[src/rtl/opener_pkg.sv]
// ---------------------------------------------------------------------------
// opener_pkg
// Shared definitions for the timed opener controller:
//   state_t    - FSM state type, with encodings visible on the State port
//   cnt_width  - width of the travel/idle counters for a given pair of limits
// ---------------------------------------------------------------------------
package opener_pkg;

    typedef enum logic [2:0] {
        ST_CLOSED  = 3'd0,
        ST_OPENING = 3'd1,
        ST_OPEN    = 3'd2,
        ST_CLOSING = 3'd3,
        ST_RESOLVE = 3'd4,
        ST_FAULT   = 3'd5
    } state_t;

    // Enough bits to hold max(a, b) without wrapping; never narrower than 1.
    function automatic int cnt_width(input int a, input int b);
        int m;
        m = (a > b) ? a : b;
        return (m < 1) ? 1 : $clog2(m + 1);
    endfunction

endpackage

[src/rtl/cycle_timer.sv]
// ---------------------------------------------------------------------------
// cycle_timer
// Saturating cycle counter with terminal-count flag.
//   clk    : clock
//   rst    : async active-high reset, count -> 0
//   clear  : synchronous clear, highest priority after reset
//   enable : count this cycle
//   last   : terminal value; tc is raised while enabled and count == last
//   tc     : terminal-count flag (combinational)
// tc means "this enabled cycle is the (last+1)-th counted cycle", so the
// owner can act on the edge that ends it.
// ---------------------------------------------------------------------------
module cycle_timer #(
    parameter int WIDTH = 8
) (
    input  logic             clk,
    input  logic             rst,
    input  logic             clear,
    input  logic             enable,
    input  logic [WIDTH-1:0] last,
    output logic             tc
);

    logic [WIDTH-1:0] count;

    always_ff @(posedge clk or posedge rst) begin
        if (rst) begin
            count <= '0;
        end else if (clear) begin
            count <= '0;
        end else if (enable && (count != '1)) begin
            count <= count + WIDTH'(1);
        end
    end

    assign tc = enable && (count == last);

endmodule

[src/rtl/timed_opener.sv]
// ---------------------------------------------------------------------------
// timed_opener
// Door/gate opener controller with travel timeout, idle auto-close and a
// limit on obstruction reversals.
//   clk   : clock
//   r     : async active-high reset (holds FSM in Resolve)
//   b     : push button
//   c     : fully-closed limit switch
//   o     : fully-open limit switch
//   s     : obstruction sensor
//   d     : motor down (Closing)
//   u     : motor up (Opening)
//   fault : latched fault indication
//   State : current FSM state encoding
//
// state    | meaning
// ---------+-------------------------------------------------------------
// CLOSED   | at closed limit, waiting for button
// OPENING  | motor up until open limit or travel timeout
// OPEN     | at open limit, idle timer running for auto-close
// CLOSING  | motor down; obstruction/button reverses, closed limit stops
// RESOLVE  | after reset, decide position from limit switches
// FAULT    | absorbing; left only through reset
// ---------------------------------------------------------------------------
module timed_opener
    import opener_pkg::*;
#(
    parameter int AUTO_CLOSE_CYCLES = 100,
    parameter int TRAVEL_TIMEOUT    = 200,
    parameter int MAX_REVERSALS     = 3
) (
    input  logic       clk,
    input  logic       r,
    input  logic       b,
    input  logic       c,
    input  logic       o,
    input  logic       s,
    output logic       d,
    output logic       u,
    output logic       fault,
    output logic [2:0] State
);

    localparam int CW = cnt_width(AUTO_CLOSE_CYCLES, TRAVEL_TIMEOUT);
    localparam int RW = (MAX_REVERSALS < 2) ? 1 : $clog2(MAX_REVERSALS + 1);

    localparam bit            AC_EN    = (AUTO_CLOSE_CYCLES > 0);
    localparam logic [CW-1:0] AC_LAST  = CW'(AC_EN ? AUTO_CLOSE_CYCLES - 1 : 0);
    localparam logic [CW-1:0] TR_LAST  = CW'(TRAVEL_TIMEOUT - 1);
    // A reversal taken while the count sits here would reach the limit.
    localparam logic [RW-1:0] REV_LAST = RW'(MAX_REVERSALS - 1);

    state_t          state;
    state_t          state_next;
    logic [RW-1:0]   rev_cnt;
    logic            rev_hit;
    logic            travel_en;
    logic            travel_clr;
    logic            travel_tc;
    logic            idle_en;
    logic            idle_clr;
    logic            idle_tc;
    logic            idle_done;

    // ------------------------------------------------------------------
    // Timers
    // ------------------------------------------------------------------
    // Any state change clears the travel timer, so every entry to Opening
    // or Closing (including a reversal) starts from zero.
    assign travel_en  = (state == ST_OPENING) || (state == ST_CLOSING);
    assign travel_clr = (state_next != state);

    cycle_timer #(.WIDTH(CW)) u_travel_timer (
        .clk    (clk),
        .rst    (r),
        .clear  (travel_clr),
        .enable (travel_en),
        .last   (TR_LAST),
        .tc     (travel_tc)
    );

    // Idle timer only runs in Open; any activity, or not being in Open,
    // holds it at zero so entering Open always starts a fresh count.
    assign idle_en  = (state == ST_OPEN) && !b && !s;
    assign idle_clr = (state != ST_OPEN) || b || s;

    cycle_timer #(.WIDTH(CW)) u_idle_timer (
        .clk    (clk),
        .rst    (r),
        .clear  (idle_clr),
        .enable (idle_en),
        .last   (AC_LAST),
        .tc     (idle_tc)
    );

    assign idle_done = AC_EN && idle_tc;

    // ------------------------------------------------------------------
    // Reversal counter
    // ------------------------------------------------------------------
    assign rev_hit = (rev_cnt == REV_LAST);

    always_ff @(posedge clk or posedge r) begin
        if (r) begin
            rev_cnt <= '0;
        end else if ((state == ST_CLOSING) && (state_next == ST_CLOSED)) begin
            rev_cnt <= '0;
        end else if ((state == ST_CLOSING) && (state_next == ST_OPENING)
                     && (rev_cnt != '1)) begin
            rev_cnt <= rev_cnt + RW'(1);
        end
    end

    // ------------------------------------------------------------------
    // FSM
    // ------------------------------------------------------------------
    always_ff @(posedge clk or posedge r) begin
        if (r) begin
            state <= ST_RESOLVE;
        end else begin
            state <= state_next;
        end
    end

    always_comb begin
        state_next = state;
        case (state)
            ST_RESOLVE: begin
                if (c && o) begin
                    state_next = ST_FAULT;
                end else if (c) begin
                    state_next = ST_CLOSED;
                end else if (o) begin
                    state_next = ST_OPEN;
                end else begin
                    state_next = ST_OPENING;
                end
            end
            ST_CLOSED: begin
                if (b) begin
                    state_next = ST_OPENING;
                end
            end
            ST_OPENING: begin
                if (o) begin
                    state_next = ST_OPEN;
                end else if (travel_tc) begin
                    state_next = ST_FAULT;
                end
            end
            ST_OPEN: begin
                if (b && !s) begin
                    state_next = ST_CLOSING;
                end else if (idle_done) begin
                    state_next = ST_CLOSING;
                end
            end
            ST_CLOSING: begin
                // Reversal wins over the closed limit: an obstruction seen
                // on the same edge as c must not let the door latch shut.
                if (s || b) begin
                    state_next = rev_hit ? ST_FAULT : ST_OPENING;
                end else if (c) begin
                    state_next = ST_CLOSED;
                end else if (travel_tc) begin
                    state_next = ST_FAULT;
                end
            end
            ST_FAULT: begin
                state_next = ST_FAULT;
            end
            default: begin
                state_next = ST_FAULT;
            end
        endcase

        // Both limit switches at once is physically impossible; trust nothing.
        if ((state != ST_RESOLVE) && c && o) begin
            state_next = ST_FAULT;
        end
    end

    // Moore outputs straight from the state register, so an async reset
    // into Resolve drops the motor without waiting for an edge.
    always_comb begin
        u     = 1'b0;
        d     = 1'b0;
        fault = 1'b0;
        case (state)
            ST_OPENING: u     = 1'b1;
            ST_CLOSING: d     = 1'b1;
            ST_FAULT:   fault = 1'b1;
            default: ;
        endcase
    end

    assign State = state;

endmodule

[config.mk]
export PLATFORM = sky130hd
export DESIGN_NAME = timed_opener
export DESIGN_NICKNAME = d
export VERILOG_FILES = /design/src/rtl/opener_pkg.sv /design/src/rtl/cycle_timer.sv /design/src/rtl/timed_opener.sv
export SDC_FILE = /design/constraint.sdc
export NUM_CORES = 1
export LEC_CHECK = 0
export ABC_AREA = 1
export ABC_CLOCK_PERIOD_IN_PS = 1400
export BUFFER_PORTS_ARGS = -buffer_cell sky130_fd_sc_hd__clkbuf_2
export CORE_MARGIN = 5
export CORE_UTILIZATION = 35
export CTS_BUF_LIST = sky130_fd_sc_hd__clkbuf_4 sky130_fd_sc_hd__clkbuf_8
export CTS_CLUSTER_SIZE = 10
export DETAILED_ROUTE_END_ITERATION = 16
export MAX_ROUTING_LAYER = met4
export PLACE_DENSITY = 0.54
export SLEW_MARGIN = 10
export SYNTH_ARGS = -nofsm -noshare
export SYNTH_HDL_FRONTEND = slang
export SYNTH_SLANG_ARGS = --single-unit
[constraint.sdc]
create_clock -name clk -period 1.4 [get_ports clk]
set_clock_uncertainty 0.05 [all_clocks]
set_input_delay 0.07 -clock clk [delete_from_list [all_inputs] [get_ports clk]]
set_output_delay 0.07 -clock clk [all_outputs]
set_load 0.02 [all_outputs]
### Word level (Yosys, flattened, before mapping)

Cells that the tools add are included.

| operators by class | value |
|---|---|
| add/sub/neg operators | 3 |
| multiply operators | 0 |
| div/mod/pow operators | 0 |
| $lt $le $gt $ge | 0 |
| equality and inequality tests | 15 |
| shift operators | 0 |
| mux-type cells | 22 |
| bitwise operators | 0 |
| reductions and logical operators | 24 |

Operators with widths:

| cell | number |
|---|---|
| 8-bit two-way mux | 4 |
| 3-bit two-way mux | 10 |
| 8-bit by 1-bit adder with 8-bit output, second input constant | 2 |
| 8-bit inequality test, second input constant | 2 |
| 3-bit case mux with 5 select lines | 1 |
| 1-bit logical AND | 13 |
| 8-bit by 7-bit == test with 1-bit output, second input constant | 1 |
| 8-bit == test, second input constant | 1 |
| 2-bit two-way mux | 4 |
| 3-bit by 1-bit == test with 1-bit output, second input constant | 2 |
| 3-bit by 2-bit == test with 1-bit output, second input constant | 2 |
| 3-bit == test, second input constant | 2 |
| 3-bit logical NOT | 2 |
| 2-bit nonzero test | 3 |
| 1-bit logical OR | 4 |
| 1-bit two-way mux | 3 |
| 3-bit by 2-bit inequality test with 1-bit output, second input constant | 1 |
| 3-bit inequality test | 1 |
| 3-bit inequality test, second input constant | 1 |
| 2-bit by 1-bit adder with 2-bit output, second input constant | 1 |
| 2-bit == test, second input constant | 1 |
| 1-bit logical NOT | 2 |
| 2-bit inequality test, second input constant | 1 |

| storage, ports and cells | value |
|---|---|
| flip-flop bits (word level) | 21 |
| latch bits | 0 |
| bits in writable memories | 0 |
| bits in read-only memories | 0 |
| output and inout bits | 6 |
| logic and storage cells | 68 |
| memories | 0 |

### Depth between registers and ports, before layout

| depth | value |
|---|---|
| word-level depth | 13 |
| depth in mapped cells | 14 |

### Cells and area by module

From an unflattened synthesis, not the netlist that was laid out.

| unflattened totals | value |
|---|---|
| cells, all modules | 288 |
| area total of the unflattened synthesis | 1881.8 um^2 |

Modules (own cells, without submodules):

| module | instances | cells an instance | area an instance (um^2) | seq. area each (um^2) |
|---|---|---|---|---|
| cycle_timer | 2 | 98 | 639.4 | 200.2 |
| timed_opener | 1 | 92 | 603.1 | 126.4 |

### Worst setup path before layout

OpenSTA, ideal clock, no wires.

| timing path | value |
|---|---|
| path kind | reg-to-reg |
| start | register state[1], in the netlist State[1] |
| end | register u_travel_timer.count[0] |
| setup time | 0.120 ns |
| arrival time | 1.605 ns |
| path slack | -0.376 ns |
| cell stages (with the launch flop) | 13 |
| path buffers | 1 |
| clock period less this slack | 1.776 ns |
| path through | dfrtp_1 -> buf_4 -> nand2_1 -> nor2_2 -> nand2_1 -> nor2_1 -> nand2_1 -> nand2_2 -> nand2_1 -> nand2_2 -> nor2_4 -> nand2_4 -> nor2_2 |

| between the ends | value |
|---|---|
| longest elaborated chain between the ends | 10 |

Ends and longest elaborated chain:

| item | line | text |
|---|---|---|
| from (decl) | timed_opener.sv:53 | `state_t state;` |
| from (signal assigned) | timed_opener.sv:121 | `state <= state_next;` |
| 3-bit by 1-bit == test with 1-bit output, or another cell as far along | timed_opener.sv:70, timed_opener.sv:127 |  |
| 1-bit logical OR or 1-bit logical AND (tied branches) | timed_opener.sv:70, timed_opener.sv:84 |  |
| 1-bit logical AND (on tied branches) | cycle_timer.sv:36, timed_opener.sv:84 |  |
| 3-bit two-way mux or 1-bit logical AND (tied branches) | timed_opener.sv:147, timed_opener.sv:165, cycle_timer.sv:36 |  |
| 3-bit two-way mux (on tied branches) | timed_opener.sv:163, timed_opener.sv:154 |  |
| 3-bit two-way mux (on tied branches) | timed_opener.sv:161, timed_opener.sv:152 |  |
| 3-bit case mux with 5 select lines | timed_opener.sv:127 | `case (state)` |
| 3-bit two-way mux (*) | timed_opener.sv:178 | `if ((state != ST_RESOLVE) && c && o) begin` |
| net state_next[2] | timed_opener.sv:54 | `state_t state_next;` |
| 3-bit inequality test (*) | timed_opener.sv:71 | `assign travel_clr = (state_next != state);` |
| 8-bit two-way mux or 2-bit nonzero test (tied branches) | -- |  |
| to (signal assigned) | cycle_timer.sv:32 | `count <= count + WIDTH'(1);` |
| to (decl) | cycle_timer.sv:24 | `logic [WIDTH-1:0] count;` |

The timed path passes the listed nets; every way through them passes the cells marked *.
A chain may end at the register's enable or synchronous reset.

### Final worst setup path

| timing path | value |
|---|---|
| start | register state[2], in the netlist State[2] |
| end | register u_travel_timer.count[0] |

The elaborated chain is that of the path after synthesis.

==> impl_metrics.json <==
{
  "outcome": "finished with violations",
  "violations": "setup timing",
  "num_rows": 23,
  "final_cells": 305,
  "avgSynthCellArea_sq_um": 7.51,
  "die_y_um": 74.7,
  "grt_pass1_vias": 1280,
  "fin_area_sq_um": 2080,
  "numClockSinks": 21,
  "routed_wl_mm": 3.29,
  "clk_latency_ns": 0.26,
  "grt_max_degree": 22,
  "cap_viol_max_count": 0,
  "critPathMaxStageDelay_ns": 0.60,
  "drt_iter0_markers": 47,
  "slowest_stage": "dfstp_2",
  "arrival_ns": 1.89,
  "required_ns": 1.55,
  "cts_buffer_depth": 2,
  "syn_nets": 207,
  "htreeDepth": 1,
  "slew_headroom_pct": 81.2,
  "switching_share_pct": 41.6,
  "crit_fanout": 8,
  "root_buffer": "clkbuf_8",
  "coreArea_sq_um": 4030,
  "syn_area_sq_um": 1470,
  "design_power_total_uw": 2970,
  "ir_drop_v": 0.000895,
  "internal_power_uw": 1730,
  "place_inst": 292,
  "post-route-period-util_pct": 124,
  "hp-class": "primary input to register",
  "placed_area_sq_um": 1860,
  "grt_usage_pct": 13.6,
  "crit_top_cell": "nand2_2",
  "ant_nets": 0,
  "powerDensity_nw_per_um2": 1430,
  "start_kind": "register",
  "die-width_um": 74.7,
  "finalMaxSlewViolations": 0,
  "power_frac_comb_pct": 59.4,
  "ios": 12,
  "start_util_pct": 36.4,
  "numPortBuffers": 11,
  "wl_per_cell_um": 10.8,
  "diodes": 0,
  "crit_chain": "inv_4, nand4_1, nand2_2, nor3_4, nand2_2, nand2_2, nand2_2, nor2_4, nand2_4, nor2_2",
  "drive_gt1_share_pct": 44.7,
  "p_clk_share_pct": 14.2,
  "power_frac_seq_pct": 26.4,
  "cts_made_buffers": 3,
  "rsz0062_at_grt": "true",
  "post-route-drc-count": 0,
  "synthToLayoutAreaGrowth_pct": 42.0,
  "hold_ws_ns": 0.149,
  "grt_pass1_wl_mm": 5.74,
  "setup_slack_ns": -0.337,
  "dieArea_sq_um": 5580,
  "setup_viol": 14,
  "cts_tree": "built",
  "nNetsFinal": 268,
  "power_switching_uw": 1230,
  "finalSetupTns_ns": -3.49,
  "layout_min_cycle_time_ns": 1.74,
  "yosysSeqAreaShare_pct": 36.0,
  "fmax_mhz": 576,
  "power.leakage_uw": 0.00108,
  "dp.final_hpwl_mm": 2.42,
  "crit_type": "register to register",
  "grt.overflow.total": 0,
  "dr_total_vias": 1345,
  "ys_seq_elements": 21,
  "synth-warning-count": 0,
  "worstMarginPinSlew_ns": 0.282,
  "path_clk_slew_ns": 0.08,
  "hold_viol_final": 0,
  "syn_inst": 195,
  "gp_congestion": 0.804,
  "ys_types": 28,
  "drtPass1Iterations": 4,
  "antenna_found_initial": 0,
  "critPathCaptureType": "register",
  "viasPerCell": 4.41
}
## cell usage after synthesis (all sizes together)
master	n	area share [%]
buf	2	1.3
dfrtp	20	34
o31ai	1	0.51
nand2b	1	0.43
a21oi	2	0.94
nand4	4	1.7
ha	6	5.1
nor2	24	9.2
nand2	56	16
nor3	5	2.5
xor2	8	4.8
xnor2	1	0.60
o21ai	10	3.4
inv	31	8.1
dfstp	1	1.8
nand3b	1	0.51
nand3	22	8.9
## registers in the layout (all words and copies together), names as in the netlist
name and cells:
rev_cnt 2, u_travel_timer.count 8, u_idle_timer.count 8, State 3
## placed cells by master, fill, tap and decap left out, types with 8 or more instances in the layout
cell / Yosys / final
buf_4: 1 / 44
nand2_1: 48 / 39
inv_1: 29 / 27
dfrtp_1: 20 / 18
nand2_2: 7 / 14
nand3_1: 18 / 14
nor2_2: 9 / 10
clkbuf_2: 0 / 10
nor2_1: 12 / 9
nand3_2: 4 / 8
xor2_1: 8 / 8
## worst max-delay path, delay by kind of cell (launching register included)
kind	cells	cell delay, ns
buf+inv	1	0.08
flops	1	0.60
simple gates	9	0.94
## cells by family (layout without fill, tap and decap cells)
kind of cell,Yosys count,in the layout,share of synthesized area (%)
buffers and inverters,33,93,9.39
DFF,21,21,36.0
xor gates and xnor gates,9,9,5.38
and+or+nand+nor,113,113,39.3
AOI/OAI and AO/OA,13,13,4.87
adders and majority gates,6,6,5.12
## routing by layer
metal | vias to the layer above | GRT usage, % | part of all wire (%)
met4 | 0 | 4.74 | 1.5
met1 | 589 | 19.3 | 53
met2 | 16 | 20.3 | 44
met3 | 4 | 1.34 | 1.7
met5 | - | - | 0
li1 | 736 | - | -
## power by group through the flow
stage | registers, uW | logic (uW) | clock network [uW]
3_3_place_gp | 812 | 1470 | 0
4_1_cts | 790 | 1650 | 436
6_report | 783 | 1760 | 422
3_5_place_dp | 811 | 1460 | 0
5_1_grt | 793 | 1950 | 459
2_1_floorplan | 818 | 914 | 0
## cell type report
class                      count  area, sq um
fill                         409         1950
multi-input combinational    141          895
sequential                    21          529
timing repair buffer          58          427
inverter                      31          119
tap                           50         62.6
clock buffer                   4         48.8
## path summary, 6_finish.rpt
check	from	endpoint	slack, ns	cells after the start
worst max register to register	State[2]	u_travel_timer.count[0]	-0.34	10
worst min-delay path	s	State[0]	0.15	6
worst max-delay path	State[2]	u_travel_timer.count[0]	-0.34	10
min in group asynchronous	r	u_travel_timer.count[3]	0.32	4
worst min register to register	rev_cnt[0]	rev_cnt[0]	0.51	3
max in group asynchronous	r	State[2]	0.71	4
## metrics by stage
step / utilization [%] / setup slack [ns]
after floorplan: - / -0.281
after global placement: 46.3 / -0.397
after detailed placement: 46.3 / -0.377
after CTS: 49.6 / -0.329
after global routing: 51.6 / -0.451
final: 51.6 / -0.337
## timing repair
action,4_1_cts,5_1_grt
buffers inserted,4,4
endpoints found under the setup margin,22,23
resized for setup,13,18
hold endpoints to repair,20,0
pin swaps,6,7
hold buffers,1,0
No activity file was read; power rests on OpenSTA's default activity.
